**src/rtl/lzd_norm_shift.sv**
```systemverilog
// ============================================================================
// lzd_norm_shift
// Normalizing left shifter fed by a leading-zero detector. The captured
// operand is shifted left by its leading-zero count using an iterative log
// shifter: one binary stage (shift by 1, 2, 4, ...) per clock, so an accepted
// item is presented on the output CW cycles later and held until taken.
//
// Ports
//   clk        in   clock, all state updates on the rising edge
//   rst        in   synchronous active-high reset
//   in_valid   in   input item valid
//   in_ready   out  block can accept an input item (IDLE only)
//   in_data    in   operand to normalize
//   in_lzc     in   leading-zero count of in_data
//   in_zero    in   in_data is all zeros; suppresses every shift stage
//   out_valid  out  result valid (HOLD only)
//   out_ready  in   downstream accepts the result
//   out_data   out  normalized operand
//   out_lzc    out  captured leading-zero count (exponent adjust)
//   out_zero   out  captured zero flag
//   out_err    out  normalization check flag
//
// Optional feature macro: NORM_CHECK_EN
//   defined   : out_err flags a result whose MSB is not 1 for a nonzero operand
//   undefined : out_err is tied to 0 and no check logic is built
// ============================================================================
module lzd_norm_shift #(
    parameter int unsigned WIDTH = 16,
    parameter int unsigned CW    = 4
) (
    input  logic             clk,
    input  logic             rst,
    input  logic             in_valid,
    output logic             in_ready,
    input  logic [WIDTH-1:0] in_data,
    input  logic [CW-1:0]    in_lzc,
    input  logic             in_zero,
    output logic             out_valid,
    input  logic             out_ready,
    output logic [WIDTH-1:0] out_data,
    output logic [CW-1:0]    out_lzc,
    output logic             out_zero,
    output logic             out_err
);

    localparam logic [1:0] S_IDLE  = 2'd0;
    localparam logic [1:0] S_SHIFT = 2'd1;
    localparam logic [1:0] S_HOLD  = 2'd2;

    logic [1:0]       r_state;
    logic [1:0]       w_state_nxt;
    logic [CW-1:0]    r_k;
    logic [WIDTH-1:0] r_data;
    logic [CW-1:0]    r_lzc;
    logic             r_zero;
    logic             r_in_ready;
    logic             r_out_valid;
    logic [WIDTH-1:0] w_stage_data;
    logic             w_last_stage;

    assign w_last_stage = (r_k == CW'(CW - 1));

    // One log-shifter stage: shift by 2^k when count bit k is set
    always_comb begin
        w_stage_data = r_data;
        if (!r_zero && r_lzc[r_k]) begin
            w_stage_data = r_data << (WIDTH'(1) << r_k);
        end
    end

    // Next-state logic
    always_comb begin
        w_state_nxt = r_state;
        case (r_state)
            S_IDLE:  if (in_valid)     w_state_nxt = S_SHIFT;
            S_SHIFT: if (w_last_stage) w_state_nxt = S_HOLD;
            S_HOLD:  if (out_ready)    w_state_nxt = S_IDLE;
            default:                   w_state_nxt = S_IDLE;
        endcase
    end

    // State register
    always_ff @(posedge clk) begin
        if (rst) begin
            r_state <= S_IDLE;
        end else begin
            r_state <= w_state_nxt;
        end
    end

    // Handshake flags registered from the next state
    always_ff @(posedge clk) begin
        if (rst) begin
            r_in_ready  <= 1'b1;
            r_out_valid <= 1'b0;
        end else begin
            r_in_ready  <= (w_state_nxt == S_IDLE);
            r_out_valid <= (w_state_nxt == S_HOLD);
        end
    end

    // Datapath: capture in IDLE, one shift stage per SHIFT cycle, hold in HOLD
    always_ff @(posedge clk) begin
        if (rst) begin
            r_data <= '0;
            r_lzc  <= '0;
            r_zero <= 1'b0;
            r_k    <= '0;
        end else begin
            case (r_state)
                S_IDLE: begin
                    if (in_valid) begin
                        r_data <= in_data;
                        r_lzc  <= in_lzc;
                        r_zero <= in_zero;
                        r_k    <= '0;
                    end
                end
                S_SHIFT: begin
                    r_data <= w_stage_data;
                    r_k    <= r_k + CW'(1);
                end
                default: ;
            endcase
        end
    end

`ifdef NORM_CHECK_EN
    logic r_err;

    // Judge the final stage result as HOLD is entered; clear on release
    always_ff @(posedge clk) begin
        if (rst) begin
            r_err <= 1'b0;
        end else if (r_state == S_SHIFT && w_last_stage) begin
            r_err <= !r_zero && !w_stage_data[WIDTH-1];
        end else if (r_state == S_HOLD && out_ready) begin
            r_err <= 1'b0;
        end
    end

    assign out_err = r_err;
`else
    assign out_err = 1'b0;
`endif

    assign in_ready  = r_in_ready;
    assign out_valid = r_out_valid;
    assign out_data  = r_data;
    assign out_lzc   = r_lzc;
    assign out_zero  = r_zero;

endmodule

```
**config.mk**
```make
export PLATFORM = sky130hd
export DESIGN_NAME = lzd_norm_shift
export DESIGN_NICKNAME = d
export VERILOG_FILES = /design/src/rtl/lzd_norm_shift.sv
export SDC_FILE = /design/constraint.sdc
export NUM_CORES = 1
export LEC_CHECK = 0
export CAP_MARGIN = 20
export CORE_ASPECT_RATIO = 1.5
export CORE_MARGIN = 2
export CORE_UTILIZATION = 40
export CTS_BUF_LIST = sky130_fd_sc_hd__clkbuf_8
export DETAILED_ROUTE_END_ITERATION = 8
export PLACE_DENSITY = 0.68
export SLEW_MARGIN = 30
export SYNTH_ARGS = -nofsm -noshare
export SYNTH_HDL_FRONTEND = slang
export SYNTH_SLANG_ARGS = --single-unit
```
**constraint.sdc**
```tcl
create_clock -name clk -period 2 [get_ports clk]
set_input_delay 0.2 -clock clk [delete_from_list [all_inputs] [get_ports clk]]
set_output_delay 0.2 -clock clk [all_outputs]
set_load 0.01 [all_outputs]
```
---- Word level (Yosys, flattened, before mapping) ----
Cells that the tools add are included.
cells by class
  mux-type cells .......................... 11
  shift-type cells ........................ 2
  $add $sub $neg .......................... 1
  order comparisons ....................... 1
  reductions and logical operators ........ 8
  equal/unequal tests ..................... 6
operator list
  cell                    count
  $mux W16                2
  $pmux W16 S2            1
  $shl A1 B4 Y16 const A  1
  $shl A16 B16 Y16        1
  $pmux W4 S2             1
  $mux W2                 3
  $pmux W2 S3             1
  $add A4 B1 Y4 const B   1
  $eq A2 B2 Y1 const B    2
  $eq A4 B2 Y1 const B    1
  $logic_not A2 Y1        2
  $lt A4 B3 Y1 const B    1
  $mux W4                 1
  $ne A2 B2 Y1 const B    2
  $reduce_and A2 Y1       2
  $reduce_and A3 Y1       1
  $bmux W1 S2             1
  $eq A2 B1 Y1 const B    1
  $reduce_bool A2 Y1      1
  $logic_and A1 B1 Y1     1
  $logic_not A1 Y1        1
  $mux W1                 1
storage, ports and cells
  register bits ........................... 29
  output and inout port bits .............. 24
  logic and storage cells ................. 36

---- Logic depth before layout (Yosys ltp) ----
Gate-level depths: netlist (run 1).
  word-level depth ........................ 5
  mapped depth ............................ 9

---- Worst setup path after synthesis (run 1) ----
Ideal clock, no wire load.
  path type ............................... register to register
  from .................................... register r_k[0]
  to ...................................... register r_data[13], in the netlist out_data[13]
  cell stages (with the launch flop) ...... 8
  setup slack ............................. -0.148 ns
  required time ........................... 1.909 ns
  arrival time ............................ 2.057 ns
  period minus slack after synthesis ...... 2.148 ns
  cell sequence ........................... dfxtp_1 inv_1 ha_1 or3b_2 clkbuf_1 mux2i_1 o311a_1 a311oi_1
on the way
  word-level cells in the longest chain between the ends .. 5
  elaborated cells between the ends (all ways) .. 9
  classes of those cells .................. eq/ne: 1; shift: 2; mux: 4; reduce/logical: 2
ends and longest elaborated chain
  element                                                 RTL line  text
  start, declared                                         52        logic [CW-1:0] r_k;
  start signal, assigned                                  121       r_k <= r_k + CW'(1);
  branches (longest 5 deep; another with $shl A1 B4 Y16)  --
  end signal, assigned                                    113       r_data <= in_data;
  end signal, assigned                                    120       r_data <= w_stage_data;
  end, declared                                           53        logic [WIDTH-1:0] r_data;
Several ways; the timed one is not identified. The select of a mux whose other input is x is not followed.
A chain may end at the register's enable or synchronous reset.

---- Worst setup path after layout (run 1) ----
  from .................................... register r_k[1]
  to ...................................... register r_data[13], in the netlist out_data[13]
The elaborated chain is that of the path after synthesis.

==> results of run 1 <==
==> through the flow <==
| step | power [W] | setup TNS [ns] | cells | utilization [%] |
|---|---|---|---|---|
| 3_5_place_dp | 0.00143 | -2.91 | 449 | 57.9 |
| 2_1_floorplan | 0.00108 | -0.0627 | 298 | - |
| 4_1_cts | 0.00215 | -0.168 | 461 | 64.1 |
| 5_1_grt | 0.00245 | -1.24 | 473 | 72.5 |
| 6_report | 0.00235 | -0.256 | 473 | 72.5 |
| 3_3_place_gp | 0.00142 | -2.15 | 449 | 57.9 |
==> layout make-up <==
cell class                 instances  area (um^2)
multi-input combinational        240         2010
clock buffer                       6         82.6
clock inverter                     2         33.8
timing repair buffer             119         1120
fill                             418         1500
tap                               70         87.6
inverter                           7         28.8
sequential                        29          586
==> power groups by stage <==
stage / Sequential [W] / Combinational (W) / Clock [W]
after floorplan: 0.000705 / 0.000374 / 0
after CTS: 0.000701 / 0.000784 / 0.000662
after detailed placement: 0.000709 / 0.000717 / 0
after global placement: 0.000709 / 0.000713 / 0
after global routing: 0.000718 / 0.00104 / 0.000693
final: 0.000716 / 0.000974 / 0.000665
==> state kept, by name (all words and copies together), names as in the netlist <==
signal	cells
in_ready	1
out_data	16
out_lzc	4
out_valid	1
out_zero	1
r_k	4
r_state	2
==> worst max path at each step <==
stage / depth (start not counted) / slack, ns / end
global route: 9 / -0.21 / out_data[13]
floorplan: 7 / -0.03 / out_data[13]
CTS: 9 / -0.03 / out_data[7]
finish: 7 / -0.15 / out_data[13]
global placement: 8 / -0.31 / out_data[15]
detailed placement: 8 / -0.40 / out_data[15]
==> Yosys cell counts (4+ instances only) <==
cell	instances	area share, %
sky130_fd_sc_hd__clkbuf_1	12	2.0
sky130_fd_sc_hd__a22oi_1	5	1.7
sky130_fd_sc_hd__nand2b_1	4	1.1
sky130_fd_sc_hd__o22ai_1	5	1.4
sky130_fd_sc_hd__nand2_1	26	4.3
sky130_fd_sc_hd__inv_1	7	1.2
sky130_fd_sc_hd__a21oi_1	23	5.1
sky130_fd_sc_hd__ha_1	6	3.3
sky130_fd_sc_hd__mux2i_1	10	4.4
sky130_fd_sc_hd__a211oi_1	8	2.7
sky130_fd_sc_hd__nor2_1	37	6.2
sky130_fd_sc_hd__dfxtp_1	29	26
sky130_fd_sc_hd__mux2_2	5	2.5
sky130_fd_sc_hd__a311oi_1	9	3.5
sky130_fd_sc_hd__o21ai_0	18	4.0
sky130_fd_sc_hd__nand3_1	5	1.1
sky130_fd_sc_hd__buf_2	7	1.6
sky130_fd_sc_hd__nor4_1	6	1.7
sky130_fd_sc_hd__or3_1	4	1.1
sky130_fd_sc_hd__nor2b_1	4	1.1
sky130_fd_sc_hd__nor3_1	10	2.2
==> cell families (layout without fill, tap and decap cells) <==
kind of cell    after synthesis  after routing
fa+ha+maj                     6              6
buf+inv                      30            134
mux                          17             17
simple gates                117            118
other cells                   1              1
compound gates               98             98
flops                        29             29
==> repair_timing <==
item,in CTS,in global routing
gates cloned,0,2
setup buffers,4,10
pin swaps,15,30
endpoints found under the setup margin,16,15
resized for setup,51,72
hold endpoints to repair,0,0
==> worst register-to-register path: stages, from the launching register on <==
cell and delay [ns]:
sky130_fd_sc_hd__dfxtp_2 0.33, sky130_fd_sc_hd__inv_2 0.08, sky130_fd_sc_hd__buf_6 0.10, sky130_fd_sc_hd__ha_4 0.17, sky130_fd_sc_hd__or3b_4 0.43, sky130_fd_sc_hd__mux2i_4 0.24, sky130_fd_sc_hd__o311a_1 0.41, sky130_fd_sc_hd__a311oi_1 0.27
==> routing by layer <==
layer / global-route usage, % / wire (um)
met1: 34.3 / 3750
met2: 53.9 / 5160
met3: 5.73 / 749
met4: 19.6 / 668
met5: 0 / 0
==> parameters.txt, run 1 <==
Parameter                              Value

Outcome
  Run status    finished, violations left
  Failing checks    negative setup slack

Global routing
  Aggregate global-route resource usage    31.0%
  Initial antenna violation count    0
  Global-route wire length before repair    14600 um
  Vias in the first global route    2765
  Pin count of the biggest net entering global routing    23
  Total overflow reported by the global router    0

Yosys
  Main flop type after synthesis    sky130_fd_sc_hd__dfxtp_1
  Register area share after synthesis    25.8%
  Average cell area after synthesis    7.55 um^2
  Mapped Cells    298
  Post-synthesis xor/xnor area fraction    0%
  Simple-gate portion of the synthesized area    26.4%
  EDFF count, synth    0
  Mux share of post-synthesis cell area    8.95%
  Mapped Area    2250 um^2
  Fraction of registers with async set/reset    0%
  Flip-flop and latch count after synthesis    29
  Number of unique standard cell types used by synthesis    55
  Share of the synthesized area in compound gates (AO/OA/AOI/OAI)    29.5%
  Largest family of logic cells by synthesized area    compound AO/OA/AOI/OAI gates
  Net count of the mapped netlist    329
  Yosys warnings    0
  Area share of fa/ha/maj cells after synthesis    3.34%

Placement
  Total half-perimeter wirelength after legalization and detailed placement    6890 um
  Count of port buffers added during placement    47
  Final weighted congestion of routability-driven global placement    1.01
  Cell Area, Placed    3160 um^2
  Post-placement setup slack    -0.399 ns

Drt
  Vias after detailed routing    2995
  Final ANT Viol Nets    0
  Detail-routed net length per standard cell    21.8 um
  Number of detailed-route iterations in the first pass    5
  Via count normalized by instance count    6.33
  DRT Wirelength    10300 um
  Remaining design rule violation count    0
  Number of DRC violations after detailed-routing iteration 0    329

Setup path
  Highest-delay cell along the critical path    sky130_fd_sc_hd__or3b_4
  Worst Setup SP    r_k[1]
  CP startpoint kind    register
  Highest net fanout along the worst path    5
  Worst path max stage delay    0.43 ns
  Category of the worst setup path capture point    register
  Reg-to-reg critical path startpoint    r_k[1]
  Top delay family on crit path    compound AO/OA/AOI/OAI gates
  Combined buffer and inverter count along the critical path    2
  Endpoint of the most critical register-to-register path    out_data[13]
  Worst path arrival time    2.34 ns
  Critical path class    register to register
  Cell breakdown of the critical path    inv_2 > buf_6 > ha_4 > or3b_4 > mux2i_4 > o311a_1 > a311oi_1
  Register-to-register path setup slack    -0.15 ns
  Worst EP required    2.19 ns
  Reg2reg path depth    7

Power and ir drop
  Share of power burned in registers    30.4%
  Gate power share    41.4%
  Power density cells    596 nW/um^2
  Leak Pwr    1.49 nW
  Maximum vdd drop    436 uV
  NetSw    0.000815 W
  Share of power burned in the clock network    28.2%
  Total internal power    0.00154 W
  Switching fraction of total power    34.6%

Die
  Core Box Area    5450 um^2
  Overall die area    6250 um^2
  Starting density of the core    41.3%
  # IOs    49
  Y dimension of the die    95.9 um
  Chip width    65.2 um
  Total number of placement rows    33

Job
  Max-cap violations    0

Timing
  Setup slack after layout    -0.146 ns
  Worst hold slack across all endpoints    0.455 ns
  Remaining max-slew budget at the tightest pin    66.7%
  Shortest period the worst path allows    2.15 ns
  Post-Route Skew    0.00545 ns
  Actual transition at the worst max-transition pin    0.499 ns
  Fmax    466 MHz
  Final max-slew violation count    0
  Count of endpoints failing setup in the final report    7
  Total count of hold-check failures in the final report    0
  Unrepaired setup endpoints after global routing    true
  Final critical-path share of the clock period    107%

Clock tree
  CTS Root Buffer Type    sky130_fd_sc_hd__clkbuf_8
  TritonCTS clock tree    done
  CTS buffer count    5
  Post-CTS clock slew at the launch and capture registers of the worst setup and hold paths    0.07 ns
  H-tree depth    2
  Hold-fix buffers at CTS    0
  Clk sinks    29
  Maximum number of buffers from clock root to sink    2
  Later-pin clock latency in the skew report    0.29 ns

Cells and area
  Share of post-route cells with drive strength above 1    39.7%
  Number of nets in the finished design    433
  Ant diodes    0
  Total non-filler cell area in the finished layout    3950 um^2
  Most frequent standard cell in the layout excluding fill and tap cells    sky130_fd_sc_hd__buf_4
  Leading cell types in the layout, fill and taps excluded    sky130_fd_sc_hd__buf_4 (55), sky130_fd_sc_hd__clkdlybuf4s50_1 (47), sky130_fd_sc_hd__nor2_1 (32)
  Area overhead of the layout relative to synthesis    75.7%

Worst hold path
  Worst min-delay path class    primary input to register
  Worst Hold Path Cells    3
  Hold-critical path endpoint    out_lzc[1]
  Source of the worst hold timing path    in_lzc[1]
Power figures use the tool's default switching activity.
==> inputs of run 2 (changes only) <==
Settings changed: CORE_MARGIN 2 to 10, REMOVE_ABC_BUFFERS from default to 1.
==> parameters.txt, run 2 (synthesized netlist as in run 1, its figures left out) <==
Parameter                              Value

Power and ir drop
  Power density cells    558 nW/um^2
  Pwr Total    0.00230 W
  Leak Pwr    1.62 nW
  Maximum vdd drop    416 uV

Global routing
  Layer carrying the most global-route usage    met2
  Met2 Use GR    38.4%
  Global-route wire length before repair    16000 um
  Total overflow reported by the global router    0
  Initial antenna violation count    0
  Global routing usage on met3    4.59%
  Global routing usage on met1    23.2%
  Vias in the first global route    3092
  Aggregate global-route resource usage    22.3%
  Pin count of the biggest net entering global routing    28

Drt
  Number of detailed-route iterations in the first pass    5
  Vias after detailed routing    3003
  Number of DRC violations after detailed-routing iteration 0    289
  Final ANT Viol Nets    0
  Via count normalized by instance count    6.07
  Detail-routed net length per standard cell    21.0 um
  Remaining design rule violation count    0
  DRT Wirelength    10400 um

Clock tree
  CTS buffer count    5
  Later-pin clock latency in the skew report    0.30 ns
  CTS Root Buffer Type    sky130_fd_sc_hd__clkbuf_8
  H-tree depth    2
  Clk sinks    29
  Maximum number of buffers from clock root to sink    2
  Post-CTS clock slew at the launch and capture registers of the worst setup and hold paths    0.08 ns
  TritonCTS clock tree    done

Setup path
  Worst path max stage delay    0.42 ns
  Register-to-register path setup slack    -0.08 ns
  Highest net fanout along the worst path    7
  Highest-delay cell along the critical path    sky130_fd_sc_hd__a2111oi_4
  Top delay family on crit path    compound AO/OA/AOI/OAI gates
  Category of the worst setup path capture point    register
  Worst EP required    2.21 ns
  Cell breakdown of the critical path    buf_4 > ha_4 > buf_8 > and3b_1 > a41oi_2 > a2111oi_4 > buf_4 > a31oi_1 > a311oi_1
  Dominant cell type by count on the critical path    sky130_fd_sc_hd__buf_4
  CP startpoint kind    register
  Combined buffer and inverter count along the critical path    3
  Worst path arrival time    2.29 ns
  Critical path class    register to register

Placement
  Post-placement setup slack    -0.508 ns
  Total half-perimeter wirelength after legalization and detailed placement    7620 um
  Count of port buffers added during placement    47
  Final weighted congestion of routability-driven global placement    1.01

Timing
  Final max-slew violation count    0
  Fmax    482 MHz
  Setup slack after layout    -0.0760 ns
  Unrepaired setup endpoints after global routing    true
  Final critical-path share of the clock period    104%
  Count of endpoints failing setup in the final report    6
  Shortest period the worst path allows    2.08 ns
  Total count of hold-check failures in the final report    0
  Setup TNS after final layout    -0.253 ns
  Post-Route Skew    0.0167 ns

Cells and area
  Final core area utilization    75.5%
  Number of flip-flops in the largest register    16
  Area overhead of the layout relative to synthesis    82.9%
  Most frequent standard cell in the layout excluding fill and tap cells    sky130_fd_sc_hd__buf_4
  Leading cell types in the layout, fill and taps excluded    sky130_fd_sc_hd__buf_4 (82), sky130_fd_sc_hd__clkdlybuf4s50_1 (47), sky130_fd_sc_hd__nor2_1 (31)
  Ant diodes    0
  Share of post-route cells with drive strength above 1    44.0%
  Number of nets in the finished design    455

Die
  Chip width    81.2 um
  Starting density of the core    41.3%
  Overall die area    9090 um^2
  # IOs    49
  Y dimension of the die    112 um
  Core Box Area    5450 um^2
  Total number of placement rows    33

Worst hold path
  Worst min-delay path class    primary input to register

Outcome
  Run status    finished, violations left
  Failing checks    negative setup slack

Job
  Max-cap violations    0
## run 2: changes by cell type in the layout (fill, tap and decap cells not counted), moves of 3 or more
cell / change
sky130_fd_sc_hd__buf_4: +27
sky130_fd_sc_hd__nor3_1: +3
sky130_fd_sc_hd__o21ai_1: -4
sky130_fd_sc_hd__o21ai_2: +3
## run 2: through the flow
stage          std cells  hold slack [ns]  instance area, um^2
3_5_place_dp         478            0.470                 3370
2_1_floorplan        275            0.269                 2140
4_1_cts              491            0.455                 3850
3_3_place_gp         478            0.461                 3370
6_report             495            0.458                 4120
5_1_grt              495            0.484                 4120
## run 2: cell type report
cell class | instances | area (um^2)
sequential | 29 | 591
fill | 416 | 1340
clock inverter | 2 | 33.8
clock buffer | 6 | 82.6
inverter | 7 | 31.3
timing repair buffer | 142 | 1250
tap | 70 | 87.6
multi-input combinational | 239 | 2040
## run 2: per-layer routing
metal  vias up  wire length [um]
met1      1424              3690
met5         -                 0
met3        50               633
li1       1374                 -
met4         0               726
met2       155              5330
## run 2: worst min-delay path, cell delays in order
cell	delay, ns
sky130_fd_sc_hd__clkdlybuf4s50_1	0.39
sky130_fd_sc_hd__nand2_1	0.05
sky130_fd_sc_hd__a21oi_1	0.05
## run 2: report_power, final
| part | total (W) | internal (W) | switching [W] |
|---|---|---|---|
| combinational | 0.000942 | 0.000488 | 0.000455 |
| sequential | 0.000701 | 0.000623 | 0.0000784 |
| clock | 0.000652 | 0.000401 | 0.000251 |
| total | 0.00230 | 0.00151 | 0.000784 |
## run 2: final timing paths
kind              start            to  depth (start not counted)
min           in_lzc[1]    out_lzc[1]                          3
min reg2reg  out_lzc[1]    out_lzc[1]                          2
max reg2reg      r_k[0]  out_data[15]                          9
max              r_k[0]  out_data[15]                          9
## run 2: what timing repair did
item                                    CTS  global route
pin swaps                                21            20
resized for setup                        80            48
buffers inserted                          6             4
cloned                                    0             0
endpoints found under the setup margin   16            16
hold buffers                              0             0
